**src/rtl/alu_pkg.sv**
```systemverilog
// alu_pkg: shared types for the host-side command issuer that feeds the
// ALU controller.
//   CMD_W          width of a controller command word
//   cmd_t          one command word
//   issuer_state_t issue sequencer states
package alu_pkg;

  localparam int CMD_W = 12;

  typedef logic [CMD_W-1:0] cmd_t;

  typedef enum logic [1:0] {
    IDLE  = 2'd0,
    ISSUE = 2'd1,
    WAIT  = 2'd2
  } issuer_state_t;

endpackage

```
**src/rtl/cmd_fifo.sv**
```systemverilog
// cmd_fifo: synchronous circular-buffer FIFO for command words.
// Ports:
//   clk, rst_n  clock, async active-low reset (pointers/flags only)
//   push, din   push request and data; taken if not full or popping now
//   pop         pop request; ignored when empty
//   head        word at the read pointer (valid when !empty)
//   drop        push request rejected this cycle
//   full, empty, count  registered occupancy after each edge
module cmd_fifo #(
  parameter int DEPTH = 8,
  parameter int W     = 12,
  localparam int AW   = $clog2(DEPTH),
  localparam int CW   = AW + 1
) (
  input  logic          clk,
  input  logic          rst_n,
  input  logic          push,
  input  logic [W-1:0]  din,
  input  logic          pop,
  output logic [W-1:0]  head,
  output logic          drop,
  output logic          full,
  output logic          empty,
  output logic [CW-1:0] count
);

  logic [W-1:0]  mem [DEPTH];
  logic [AW-1:0] wr_ptr, rd_ptr;
  logic          push_ok, pop_ok;
  logic [CW-1:0] count_nxt;

  // A pop in the same cycle frees a slot, so a push at full still fits.
  assign pop_ok    = pop && !empty;
  assign push_ok   = push && (!full || pop_ok);
  assign drop      = push && !push_ok;
  assign count_nxt = count + CW'(push_ok) - CW'(pop_ok);
  assign head      = mem[rd_ptr];

  // Storage carries no reset; only pointers and flags define validity.
  always_ff @(posedge clk) begin
    if (push_ok) mem[wr_ptr] <= din;
  end

  // Pointers wrap naturally: DEPTH is a power of two.
  always_ff @(posedge clk or negedge rst_n) begin
    if (!rst_n) begin
      wr_ptr <= '0;
      rd_ptr <= '0;
      count  <= '0;
      full   <= 1'b0;
      empty  <= 1'b1;
    end else begin
      if (push_ok) wr_ptr <= wr_ptr + AW'(1);
      if (pop_ok)  rd_ptr <= rd_ptr + AW'(1);
      count <= count_nxt;
      full  <= (count_nxt == CW'(DEPTH));
      empty <= (count_nxt == '0);
    end
  end

endmodule

```
**src/rtl/command_issuer.sv**
```systemverilog
// command_issuer: drains a host-loaded FIFO of command words into the ALU
// controller, one word per run strobe, strobes spaced GAP cycles apart.
// Ports:
//   clk, rst_n      clock, async active-low reset
//   wr_en, wr_cmd   host push
//   start           begin draining (ignored while busy)
//   command, run    word presented to the controller and its 1-cycle strobe
//   busy            sequencer not idle
//   done            1-cycle pulse when a drain (possibly empty) completes
//   full, empty, count  FIFO occupancy
//   overflow        1-cycle pulse the cycle after a push was dropped
module command_issuer #(
  parameter int DEPTH = 8,
  parameter int CMD_W = alu_pkg::CMD_W,
  parameter int GAP   = 4
) (
  input  logic                   clk,
  input  logic                   rst_n,
  input  logic                   wr_en,
  input  logic [CMD_W-1:0]       wr_cmd,
  input  logic                   start,
  output logic [CMD_W-1:0]       command,
  output logic                   run,
  output logic                   busy,
  output logic                   done,
  output logic                   full,
  output logic                   empty,
  output logic [$clog2(DEPTH):0] count,
  output logic                   overflow
);

  import alu_pkg::*;

  localparam int GW = $clog2(GAP + 1);

  issuer_state_t    state, nxt;
  logic [GW-1:0]    gap_cnt;
  logic             pop, drop, gap_end;
  logic [CMD_W-1:0] head;

  cmd_fifo #(.DEPTH(DEPTH), .W(CMD_W)) u_fifo (
    .clk   (clk),
    .rst_n (rst_n),
    .push  (wr_en),
    .din   (wr_cmd),
    .pop   (pop),
    .head  (head),
    .drop  (drop),
    .full  (full),
    .empty (empty),
    .count (count)
  );

  assign gap_end = (gap_cnt == GW'(1));
  assign busy    = (state != IDLE);

  always_ff @(posedge clk or negedge rst_n) begin
    if (!rst_n) state <= IDLE;
    else        state <= nxt;
  end

  // The empty check at gap_end sees the registered flag, so a word pushed
  // up to one cycle before it still joins the current drain.
  always_comb begin
    nxt = state;
    pop = 1'b0;
    case (state)
      IDLE:  if (start && !empty) nxt = ISSUE;
      ISSUE: begin
        pop = 1'b1;
        nxt = WAIT;
      end
      WAIT:  if (gap_end) nxt = empty ? IDLE : ISSUE;
      default: nxt = IDLE;
    endcase
  end

  // Loading GAP-1 as run rises and leaving WAIT at 1 puts the next
  // ISSUE GAP-1 cycles later, so strobes are exactly GAP apart.
  always_ff @(posedge clk or negedge rst_n) begin
    if (!rst_n) begin
      command  <= '0;
      run      <= 1'b0;
      done     <= 1'b0;
      overflow <= 1'b0;
      gap_cnt  <= '0;
    end else begin
      run      <= (state == ISSUE);
      overflow <= drop;
      done     <= (state == IDLE && start && empty) ||
                  (state == WAIT && gap_end && empty);
      if (state == ISSUE) begin
        command <= head;
        gap_cnt <= GW'(GAP - 1);
      end else if (state == WAIT && gap_cnt != '0) begin
        gap_cnt <= gap_cnt - GW'(1);
      end
    end
  end

endmodule

```
**config.mk**
```make
export PLATFORM = sky130hd
export DESIGN_NAME = command_issuer
export DESIGN_NICKNAME = d
export VERILOG_FILES = /design/src/rtl/alu_pkg.sv /design/src/rtl/cmd_fifo.sv /design/src/rtl/command_issuer.sv
export SDC_FILE = /design/constraint.sdc
export NUM_CORES = 1
export LEC_CHECK = 0
export ABC_AREA = 1
export ABC_CLOCK_PERIOD_IN_PS = 4700
export CELL_PAD_IN_SITES_DETAIL_PLACEMENT = 0
export CELL_PAD_IN_SITES_GLOBAL_PLACEMENT = 1
export CORE_MARGIN = 1.5
export CORE_UTILIZATION = 35
export CTS_CLUSTER_SIZE = 24
export DETAILED_ROUTE_END_ITERATION = 7
export GPL_TIMING_DRIVEN = 0
export PLACE_DENSITY = 0.62
export SETUP_SLACK_MARGIN = 0.1
export SLEW_MARGIN = 20
export SYNTH_ARGS = -nofsm -noshare
export SYNTH_HDL_FRONTEND = slang
export SYNTH_HIERARCHICAL = 1
export SYNTH_SLANG_ARGS = --single-unit
```
**constraint.sdc**
```tcl
create_clock -name clk -period 4.7 [get_ports clk]
set_input_delay 0.94 -clock clk [delete_from_list [all_inputs] [get_ports clk]]
set_output_delay 0.94 -clock clk [all_outputs]
set_load 0.005 [all_outputs]
```
==> results of run 1 <==
==> cells in the mapped netlist (all sizes together) <==
master    n
xnor2     1
buf      18
inv      97
nand3    42
dfrtp    31
ha        9
xor2      2
or2       1
dfstp     1
clkbuf    1
nor2     18
o21ai     3
fa        1
nand4     1
nand2   260
edfxtp   96
a21oi     1
==> stage by stage <==
| step | util [%] | total power [W] | worst slack, ns | hold slack (ns) |
|---|---|---|---|---|
| after detailed placement | 39.88 | 0.003177 | 1.697 | 0.4713 |
| after global routing | 43.42 | 0.004729 | 1.796 | 0.4305 |
| after CTS | 43.42 | 0.004450 | 2.018 | 0.4195 |
| after floorplan | - | 0.002553 | 2.405 | 0.4724 |
| after global placement | 39.61 | 0.003130 | 1.365 | 0.4683 |
| final | 43.42 | 0.004406 | 2.075 | 0.4271 |
==> power groups by stage <==
stage / clock (W) / combinational [W] / sequential, W
6_report: 0.00126 / 0.00159 / 0.00156
5_1_grt: 0.00134 / 0.00181 / 0.00158
4_1_cts: 0.00129 / 0.00161 / 0.00156
3_5_place_dp: 0 / 0.00160 / 0.00158
3_3_place_gp: 0 / 0.00156 / 0.00157
2_1_floorplan: 0 / 0.000987 / 0.00157
==> final cells by class <==
class,count,area (µm²)
fill,1525,8922
tap,216,270.3
multi-input combinational,339,1470
buffer,19,106.4
clock buffer,21,440.4
inverter,97,364.1
sequential,128,3685
timing repair buffer,38,392.9
clock inverter,10,118.9
==> cells by family (layout without fill, tap and decap cells) <==
logic type,after synthesis,in the layout
adder cells (fa/ha/maj),10,10
AO/OA/AOI/OAI,4,4
XOR/XNOR,3,3
AND/OR/NAND/NOR,322,322
buffers and inverters,116,185
flip-flops,128,128
==> registers in the layout, summed over array words and instances (netlist names) <==
name,count
u_fifo/mem,96
command,12
u_fifo/count,4
gap_cnt,3
u_fifo/rd_ptr,3
u_fifo/wr_ptr,3
state,2
done,1
overflow,1
run,1
u_fifo/empty,1
u_fifo/full,1
==> worst max path at each step <==
| stage | from | endpoint | slack [ns] | cells past startpoint |
|---|---|---|---|---|
| after floorplan | wr_en | u_fifo/empty | 2.41 | 8 |
| after detailed placement | wr_en | u_fifo/mem[6][8] | 1.70 | 5 |
| after global routing | state[1] | u_fifo/mem[6][9] | 1.80 | 10 |
| final | state[1] | u_fifo/mem[6][6] | 2.07 | 10 |
| after CTS | state[1] | u_fifo/mem[6][2] | 2.02 | 10 |
| after global placement | wr_en | u_fifo/mem[6][4] | 1.37 | 5 |
==> worst max-delay path, stage by stage (launching register included) <==
cell and delay (ns):
dfrtp_1 0.38, inv_2 0.07, nand2_2 0.13, inv_2 0.12, buf_6 0.14, nand2_1 0.12
nand2_1 0.10, nand2_1 0.11, inv_1 0.14, nand2_1 0.18, nor2_2 0.74
==> layer usage <==
layer | GRT usage (%) | part of all wire [%]
met2 | 26.35 | 46
met3 | 4.088 | 4.7
met1 | 22.48 | 47
met4 | 6.536 | 1.6
met5 | 0 | 0
==> impl_metrics.json, run 1 <==
{
  "die_h_um": 129.6,
  "drive_above_1_share_pct": 8.742,
  "synth_nets": 609,
  "fin_tns_setup_ns": 0,
  "clock_skew_ns": 0.008595,
  "synth_top_area_share_pct": 51.43,
  "fin_crit_ns": 2.625,
  "crit_path_end_kind": "register",
  "synth-seq-cells": 128,
  "p_clk_share_pct": 28.6,
  "mostFrequentLayoutCell": "nand2_1",
  "synth_mux_area_share_pct": 0,
  "ctsLongestPathBuffers": 2,
  "synth_top_family_by_area": "simple AND/OR/NAND/NOR gates",
  "internal_power_w": 0.002833,
  "design_area_um2": 6848,
  "antenna_cells": 0,
  "ctsHoldBuffers": 0,
  "tightest_slew_ns": 0.9147,
  "clock-sinks": 128,
  "pwr-share-seq_pct": 35.3,
  "yosysUniqueCellTypes": 22,
  "critical_path_arrival_ns": 2.66,
  "track_usage_pct": 16.76,
  "synth_fa_ha_area_share_pct": 2.366,
  "gp_congestion": 0.7489,
  "synth_compound_area_share_pct": 0.3571,
  "die_w_um": 129.6,
  "status": "completed",
  "tritoncts": "built",
  "max_freq_mhz": 380.9,
  "design.die.area_um2": 16780,
  "drtPass1Iterations": 4,
  "wl_per_cell_um": 14.77,
  "path_class": "reg -> reg",
  "hp-class": "in -> async",
  "postSynthAreaPerCell_um2": 9.615,
  "peakVddDrop_mv": 0.2455,
  "core_area_um2": 15770,
  "max_cap_viol_count": 0,
  "htree_levels": 4,
  "relSlewSlack_pct": 38.96,
  "port_buffers": 37,
  "hold_viol": 0,
  "hpwl_mm": 8.294,
  "post_drt_via_cell_ratio": 4.396,
  "swShare_pct": 35.69,
  "cts_resized": 0,
  "clock_latency_ns": 0.41,
  "finalCritPeriodShare_pct": 55.85,
  "rsz0062_at_grt": "false",
  "antenna_found_initial": 0,
  "synth_area_leaders": "edfxtp_1, nand2_1, dfrtp_1",
  "antenna_left": 0,
  "ios": 38,
  "synthCells": 583,
  "critPathMaxFanout": 12,
  "grt_pass1_vias": 3654,
  "clk_pin_slew_ns": 0.05,
  "r2r_cells": 10,
  "final_cells": 868,
  "final_cell_mix": "nand2_1, edfxtp_1, inv_1",
  "rrSetupSlack_ns": 2.07,
  "grt_pass1_wl_mm": 20.01,
  "dp.cells": 837,
  "critPathRequiredTime_ns": 4.73,
  "power_switching_w": 0.001573,
  "setup_viol": 0,
  "yosysTopAreaCell": "edfxtp_1",
  "crit_path_start_kind": "register",
  "initial_core_util_pct": 35.54,
  "netlist_area_um2": 5605,
  "drt-initial-drc-count": 232,
  "pwr-share-comb_pct": 36.1,
  "via_count": 3816,
  "wl_mm": 12.82,
  "gr-total-overflow": 0,
  "power.density_nw_per_um2": 643.4,
  "ys_seq_area_share_pct": 65.74,
  "ys_warn_count": 6,
  "worstReg2RegEnd": "u_fifo/mem[6][6]",
  "r2r-start": "state[1]",
  "grt_max_degree": 21,
  "post_dp_cell_area_um2": 6289,
  "cts-root-buf": "clkbuf_16",
  "leakagePower_nw": 3.177,
  "final_max_slew_viol_count": 0,
  "synth-simple-area-share_pct": 22.68,
  "rows": 46,
  "area_delta_synth_final_pct": 22.17,
  "synth_xor_area_share_pct": 0.4688,
  "cts_setup_buffers": 0,
  "cts_buffers": 17,
  "finalNetCount": 666,
  "drc": 0
}
(Power assumes the default switching activity.)
==> run 2, diff against run 1 <==
--- a/config.mk
+++ b/config.mk
@@ -6,7 +6,7 @@
 export NUM_CORES = 1
 export LEC_CHECK = 0
 export ABC_AREA = 1
-export ABC_CLOCK_PERIOD_IN_PS = 4700
+export ABC_CLOCK_PERIOD_IN_PS = 2400
 export CELL_PAD_IN_SITES_DETAIL_PLACEMENT = 0
 export CELL_PAD_IN_SITES_GLOBAL_PLACEMENT = 1
 export CORE_MARGIN = 1.5
@@ -14,7 +14,7 @@
 export CTS_CLUSTER_SIZE = 24
 export DETAILED_ROUTE_END_ITERATION = 7
 export GPL_TIMING_DRIVEN = 0
-export PLACE_DENSITY = 0.62
+export PLACE_DENSITY = 0.65
 export SETUP_SLACK_MARGIN = 0.1
 export SLEW_MARGIN = 20
 export SYNTH_ARGS = -nofsm -noshare
==> constraint.sdc (replaced) <==
create_clock -name clk -period 2.4 [get_ports clk]
set_input_delay 0.48 -clock clk [delete_from_list [all_inputs] [get_ports clk]]
set_output_delay 0.48 -clock clk [all_outputs]
set_load 0.005 [all_outputs]
==> impl_metrics.json, run 2 (synthesized netlist as in run 1, its figures left out) <==
{
  "status": "completed",
  "cp_top_family": "adder cells",
  "hp-class": "in -> async",
  "crit_path_end_kind": "register",
  "mostFrequentLayoutCell": "nand2_1",
  "drc": 0,
  "final_max_slew_viol_count": 0,
  "clock-sinks": 128,
  "wl_per_cell_um": 14.52,
  "path_class": "reg -> reg",
  "drt-initial-drc-count": 170,
  "largest_reg_flops": 96,
  "tightest_slew_ns": 0.6618,
  "power.density_nw_per_um2": 1252,
  "critPathMaxStageDelay_ns": 0.54,
  "via_count": 3837,
  "hold_viol": 0,
  "core_area_um2": 15770,
  "cts-root-buf": "clkbuf_16",
  "track_usage_pct": 16.67,
  "cp_common_cell": "nand2_4",
  "initial_core_util_pct": 35.54,
  "drtPass1Iterations": 4,
  "finalCritPeriodShare_pct": 90.95,
  "grt_pass1_vias": 3634,
  "drive_above_1_share_pct": 11.78,
  "critPathMaxFanout": 4,
  "top_register": "u_fifo/mem",
  "clock_latency_ns": 0.42,
  "power_switching_w": 0.003221,
  "internal_power_w": 0.005612,
  "gp_congestion": 0.7613,
  "wl_mm": 12.75,
  "swShare_pct": 36.46,
  "htree_levels": 4,
  "crit_path_start_kind": "register",
  "fillers": 1525,
  "antenna_left": 0,
  "die_w_um": 129.6,
  "peakVddDrop_mv": 0.5247,
  "antenna_found_initial": 0,
  "max_freq_mhz": 458.1,
  "area_delta_synth_final_pct": 25.83,
  "critPathRequiredTime_ns": 2.71,
  "r2r_cells": 14,
  "pwr-share-seq_pct": 34.6,
  "relSlewSlack_pct": 55.88,
  "finalHoldWorstSlack_ns": 0.4623,
  "post-route-util_pct": 44.72,
  "ctsLongestPathBuffers": 2,
  "leakagePower_nw": 3.239,
  "finalNetCount": 675,
  "setup_viol": 0,
  "final_cell_mix": "nand2_1, edfxtp_1, inv_1",
  "rsz0062_at_grt": "true",
  "die_h_um": 129.6,
  "path_depth": 14,
  "grt_pass1_wl_mm": 19.67,
  "reg.largest.list": "u_fifo/mem x96, command x12, u_fifo/count x4",
  "pwr-share-comb_pct": 38.4,
  "antenna_cells": 0,
  "cts_buffers": 17,
  "post_drt_via_cell_ratio": 4.370,
  "port_buffers": 37,
  "critical_path_arrival_ns": 2.49,
  "hpwl_mm": 8.234,
  "cp_slowest_cell": "fa_2",
  "design.die.area_um2": 16780,
  "max_cap_viol_count": 0,
  "p_clk_share_pct": 27.1,
  "crit_chain": "inv_2, nand2_4, inv_4, buf_6, nand2_4, nand2_2, nand2_4, ha_4, inv_2, ha_4, fa_2, nor2_1, nand2_1, nor2_1",
  "path_buf_inv": 4,
  "rows": 46,
  "gr-total-overflow": 0,
  "clk_pin_slew_ns": 0.06,
  "tritoncts": "built",
  "fin_crit_ns": 2.183,
  "grt_max_degree": 25,
  "clock_skew_ns": 0.007768,
  "ios": 38
}
==> run 2: cell types whose count changed in the layout (fill, tap and decap cells not counted), moves of 4 or more <==
cell and change:
buf_12 +5, clkbuf_1 -4, nor2_4 +8, buf_4 +4, nor2_2 -8
==> run 2: path summary, 6_finish.rpt <==
path / start / end / slack [ns]
max: state[1] / u_fifo/full / 0.22
min: rst_n / u_fifo/count[1] / 0.46
max reg2reg: state[1] / u_fifo/full / 0.22
min reg2reg: command[4] / command[4] / 0.48
max in group asynchronous: rst_n / u_fifo/empty / 1.46
min in group clk: command[4] / command[4] / 0.48
==> run 2: through the flow <==
step | worst slack (ns) | cell area [µm²] | power [W] | instances | TNS, ns
CTS | 0.1032 | 6933 | 0.008788 | 873 | 0
global placement | -0.5926 | 6246 | 0.006136 | 836 | -48.55
finish | 0.2171 | 7053 | 0.008833 | 878 | 0
floorplan | 0.1345 | 5605 | 0.004999 | 583 | 0
global route | 0.07867 | 7053 | 0.009457 | 878 | 0
detailed placement | -0.2661 | 6281 | 0.006210 | 837 | -19.32
==> run 2: per-layer routing <==
metal / wire [µm] / up-vias / track usage (%)
met5: 0 / - / 0
met4: 317 / 0 / 8.105
met3: 631 / 24 / 4.789
met2: 5954 / 83 / 26.31
met1: 5843 / 1780 / 21.13
li1: - / 1950 / -
==> run 2: area by class of cell <==
type	instances	area (µm²)	area share (%)
Tap cell	216	270.3	3.832
Buffer	19	106.4	1.508
Clock inverter	15	126.4	1.792
Clock buffer	17	425.4	6.032
Sequential cell	128	3685	52.24
Timing Repair Buffer	47	505.5	7.167
Multi-Input combinational cell	339	1568	22.23
Inverter	97	366.6	5.198
==> run 2: timing repair <==
| action | in CTS | in global routing |
|---|---|---|
| setup buffers | 3 | 5 |
| endpoints found under the hold margin | 8 | 0 |
| hold buffers | 1 | 0 |
| endpoints found under the setup margin | 100 | 60 |
| gates resized for setup | 16 | 5 |
| pin swaps | 2 | 9 |
==> run 2: power groups by stage <==
stage / registers (W) / clock network, W / logic (W)
global route: 0.00310 / 0.00253 / 0.00382
CTS: 0.00305 / 0.00246 / 0.00328
floorplan: 0.00307 / 0 / 0.00193
detailed placement: 0.00309 / 0 / 0.00312
finish: 0.00305 / 0.00239 / 0.00339
global placement: 0.00308 / 0 / 0.00306
==> run 3, diff against run 2 <==
--- a/config.mk
+++ b/config.mk
@@ -6,7 +6,7 @@
 export NUM_CORES = 1
 export LEC_CHECK = 0
 export ABC_AREA = 1
-export ABC_CLOCK_PERIOD_IN_PS = 2400
+export ABC_CLOCK_PERIOD_IN_PS = 2300
 export CELL_PAD_IN_SITES_DETAIL_PLACEMENT = 0
 export CELL_PAD_IN_SITES_GLOBAL_PLACEMENT = 1
 export CORE_MARGIN = 1.5
@@ -14,9 +14,8 @@
 export CTS_CLUSTER_SIZE = 24
 export DETAILED_ROUTE_END_ITERATION = 7
 export GPL_TIMING_DRIVEN = 0
-export PLACE_DENSITY = 0.65
+export PLACE_DENSITY = 0.62
 export SETUP_SLACK_MARGIN = 0.1
-export SLEW_MARGIN = 20
 export SYNTH_ARGS = -nofsm -noshare
 export SYNTH_HDL_FRONTEND = slang
 export SYNTH_HIERARCHICAL = 1
==> constraint.sdc (replaced) <==
create_clock -name clk -period 2.3 [get_ports clk]
set_input_delay 0.46 -clock clk [delete_from_list [all_inputs] [get_ports clk]]
set_output_delay 0.46 -clock clk [all_outputs]
set_load 0.005 [all_outputs]
==> impl_metrics.json, run 3 (synthesized netlist as in run 1, its figures left out) <==
{
  "setup_viol": 0,
  "port_buffers": 37,
  "largest_reg_flops": 96,
  "tightest_slew_ns": 0.7364,
  "clock_skew_ns": 0.01288,
  "fin_tns_setup_ns": 0,
  "area_delta_synth_final_pct": 27.70,
  "clock_latency_ns": 0.42,
  "critPathRequiredTime_ns": 2.60,
  "finalHoldWorstSlack_ns": 0.1097,
  "relSlewSlack_pct": 50.91,
  "path_class": "reg -> reg",
  "dpl_worst_slack_ns": -0.5500,
  "tritoncts": "built",
  "clock-sinks": 128,
  "grt_max_degree": 33,
  "grt_pass1_vias": 3651,
  "reg.largest.list": "u_fifo/mem x96, command x12, u_fifo/count x4",
  "critical_path_arrival_ns": 2.46,
  "clk_pin_slew_ns": 0.06,
  "post_dp_cell_area_um2": 6275,
  "r2r_cells": 14,
  "ctsHoldBuffers": 0,
  "drt-initial-drc-count": 218,
  "grt_pass1_wl_mm": 20.40,
  "gr-total-overflow": 0,
  "rsz0062_at_grt": "true",
  "antenna_left": 0,
  "die_h_um": 129.6,
  "drtPass1Iterations": 4,
  "design_area_um2": 7158,
  "peakVddDrop_mv": 0.5724,
  "top_register": "u_fifo/mem",
  "ios": 38,
  "cts-root-buf": "clkbuf_16",
  "finalCritPeriodShare_pct": 93.59,
  "die_w_um": 129.6,
  "worstReg2RegEnd": "u_fifo/full",
  "antenna_cells": 0,
  "status": "completed",
  "drc": 0,
  "wl_mm": 13.51,
  "finalNetCount": 683,
  "final_cell_mix": "nand2_1, edfxtp_1, inv_1",
  "ctsLongestPathBuffers": 2,
  "wl_per_cell_um": 15.25,
  "drive_above_1_share_pct": 13.43,
  "max_cap_viol_count": 0,
  "layout_setup_ws_ns": 0.1474,
  "htree_levels": 4,
  "design.die.area_um2": 16780,
  "leakagePower_nw": 3.292,
  "core_area_um2": 15770,
  "initial_core_util_pct": 35.54,
  "crit_path_end_kind": "register",
  "max_freq_mhz": 464.6,
  "track_usage_pct": 17.36,
  "antenna_found_initial": 0,
  "fin_crit_ns": 2.153,
  "hpwl_mm": 8.301,
  "r2r-start": "state[1]",
  "critPathMaxFanout": 3,
  "via_count": 3853,
  "hp-class": "in -> async",
  "hold_viol": 0,
  "mostFrequentLayoutCell": "nand2_1",
  "power.density_nw_per_um2": 1314,
  "startpoint": "state[1]",
  "rows": 46,
  "crit_path_start_kind": "register",
  "rrSetupSlack_ns": 0.15,
  "final_max_slew_viol_count": 0,
  "cts_buffers": 17,
  "post_drt_via_cell_ratio": 4.349,
  "gp_congestion": 0.7667
}
==> run 3: cell types whose count changed in the layout (fill, tap and decap cells not counted), sizes merged <==
cell         before  now
clkinv           10    8
buf              28   37
dlygate4sd3       1    0
inv              97   99
==> run 3: repair_timing <==
item | CTS | global route
setup buffers | 8 | 9
hold endpoints to repair | 0 | 0
gates resized for setup | 17 | 6
setup endpoints to repair | 100 | 83
pin swaps | 5 | 12
==> run 3: stage by stage <==
step	cells	utilization [%]	total power, W
finish	886	45.39	0.009402
global route	886	45.39	0.01009
CTS	877	44.20	0.009305
detailed placement	837	39.79	0.006526
global placement	836	39.70	0.006473
floorplan	583	-	0.005239
==> run 3: metal layers <==
metal / track usage, % / routed length (µm) / up-vias
met4: 6.928 / 53 / 0
met5: 0 / 0 / -
met1: 21.96 / 5815 / 1783
met3: 4.046 / 903 / 2
li1: - / - / 1968
met2: 28.91 / 6739 / 100
==> run 3: worst max-delay path by stage <==
| stage | endpoint |
|---|---|
| CTS | u_fifo/full |
| detailed placement | u_fifo/mem[3][9] |
| finish | u_fifo/full |
| global placement | u_fifo/mem[4][8] |
| floorplan | u_fifo/full |
| global route | u_fifo/full |
==> run 3: final cells by class <==
type | instances | area [µm²]
buffer | 19 | 110.1
clock buffer | 17 | 425.4
clock inverter | 15 | 143.9
fill | 1504 | 8612
inverter | 97 | 366.6
multi-input combinational | 339 | 1565
sequential | 128 | 3685
tap | 216 | 270.3
timing repair buffer | 55 | 591.8
==> run 3: power breakdown <==
part	leakage, nW	internal [W]	switching [W]	total (W)
Sequential	1.27	0.00297	0.000206	0.00318
Combinational	1.75	0.00140	0.00226	0.00367
Clock	0.272	0.00158	0.000978	0.00256
Total	3.29	0.00596	0.00345	0.00940
==> run 3: critical path, stage by stage (launching register included) <==
cell and delay (ns):
dfrtp_1 0.38, inv_2 0.08, nand2_4 0.06, inv_4 0.06
buf_8 0.09, nand2_4 0.07, nand2_4 0.07, nand2_4 0.06
ha_4 0.26, inv_1 0.03, ha_2 0.17, fa_2 0.54
nor2_2 0.04, nand2_1 0.07, nor2_1 0.05
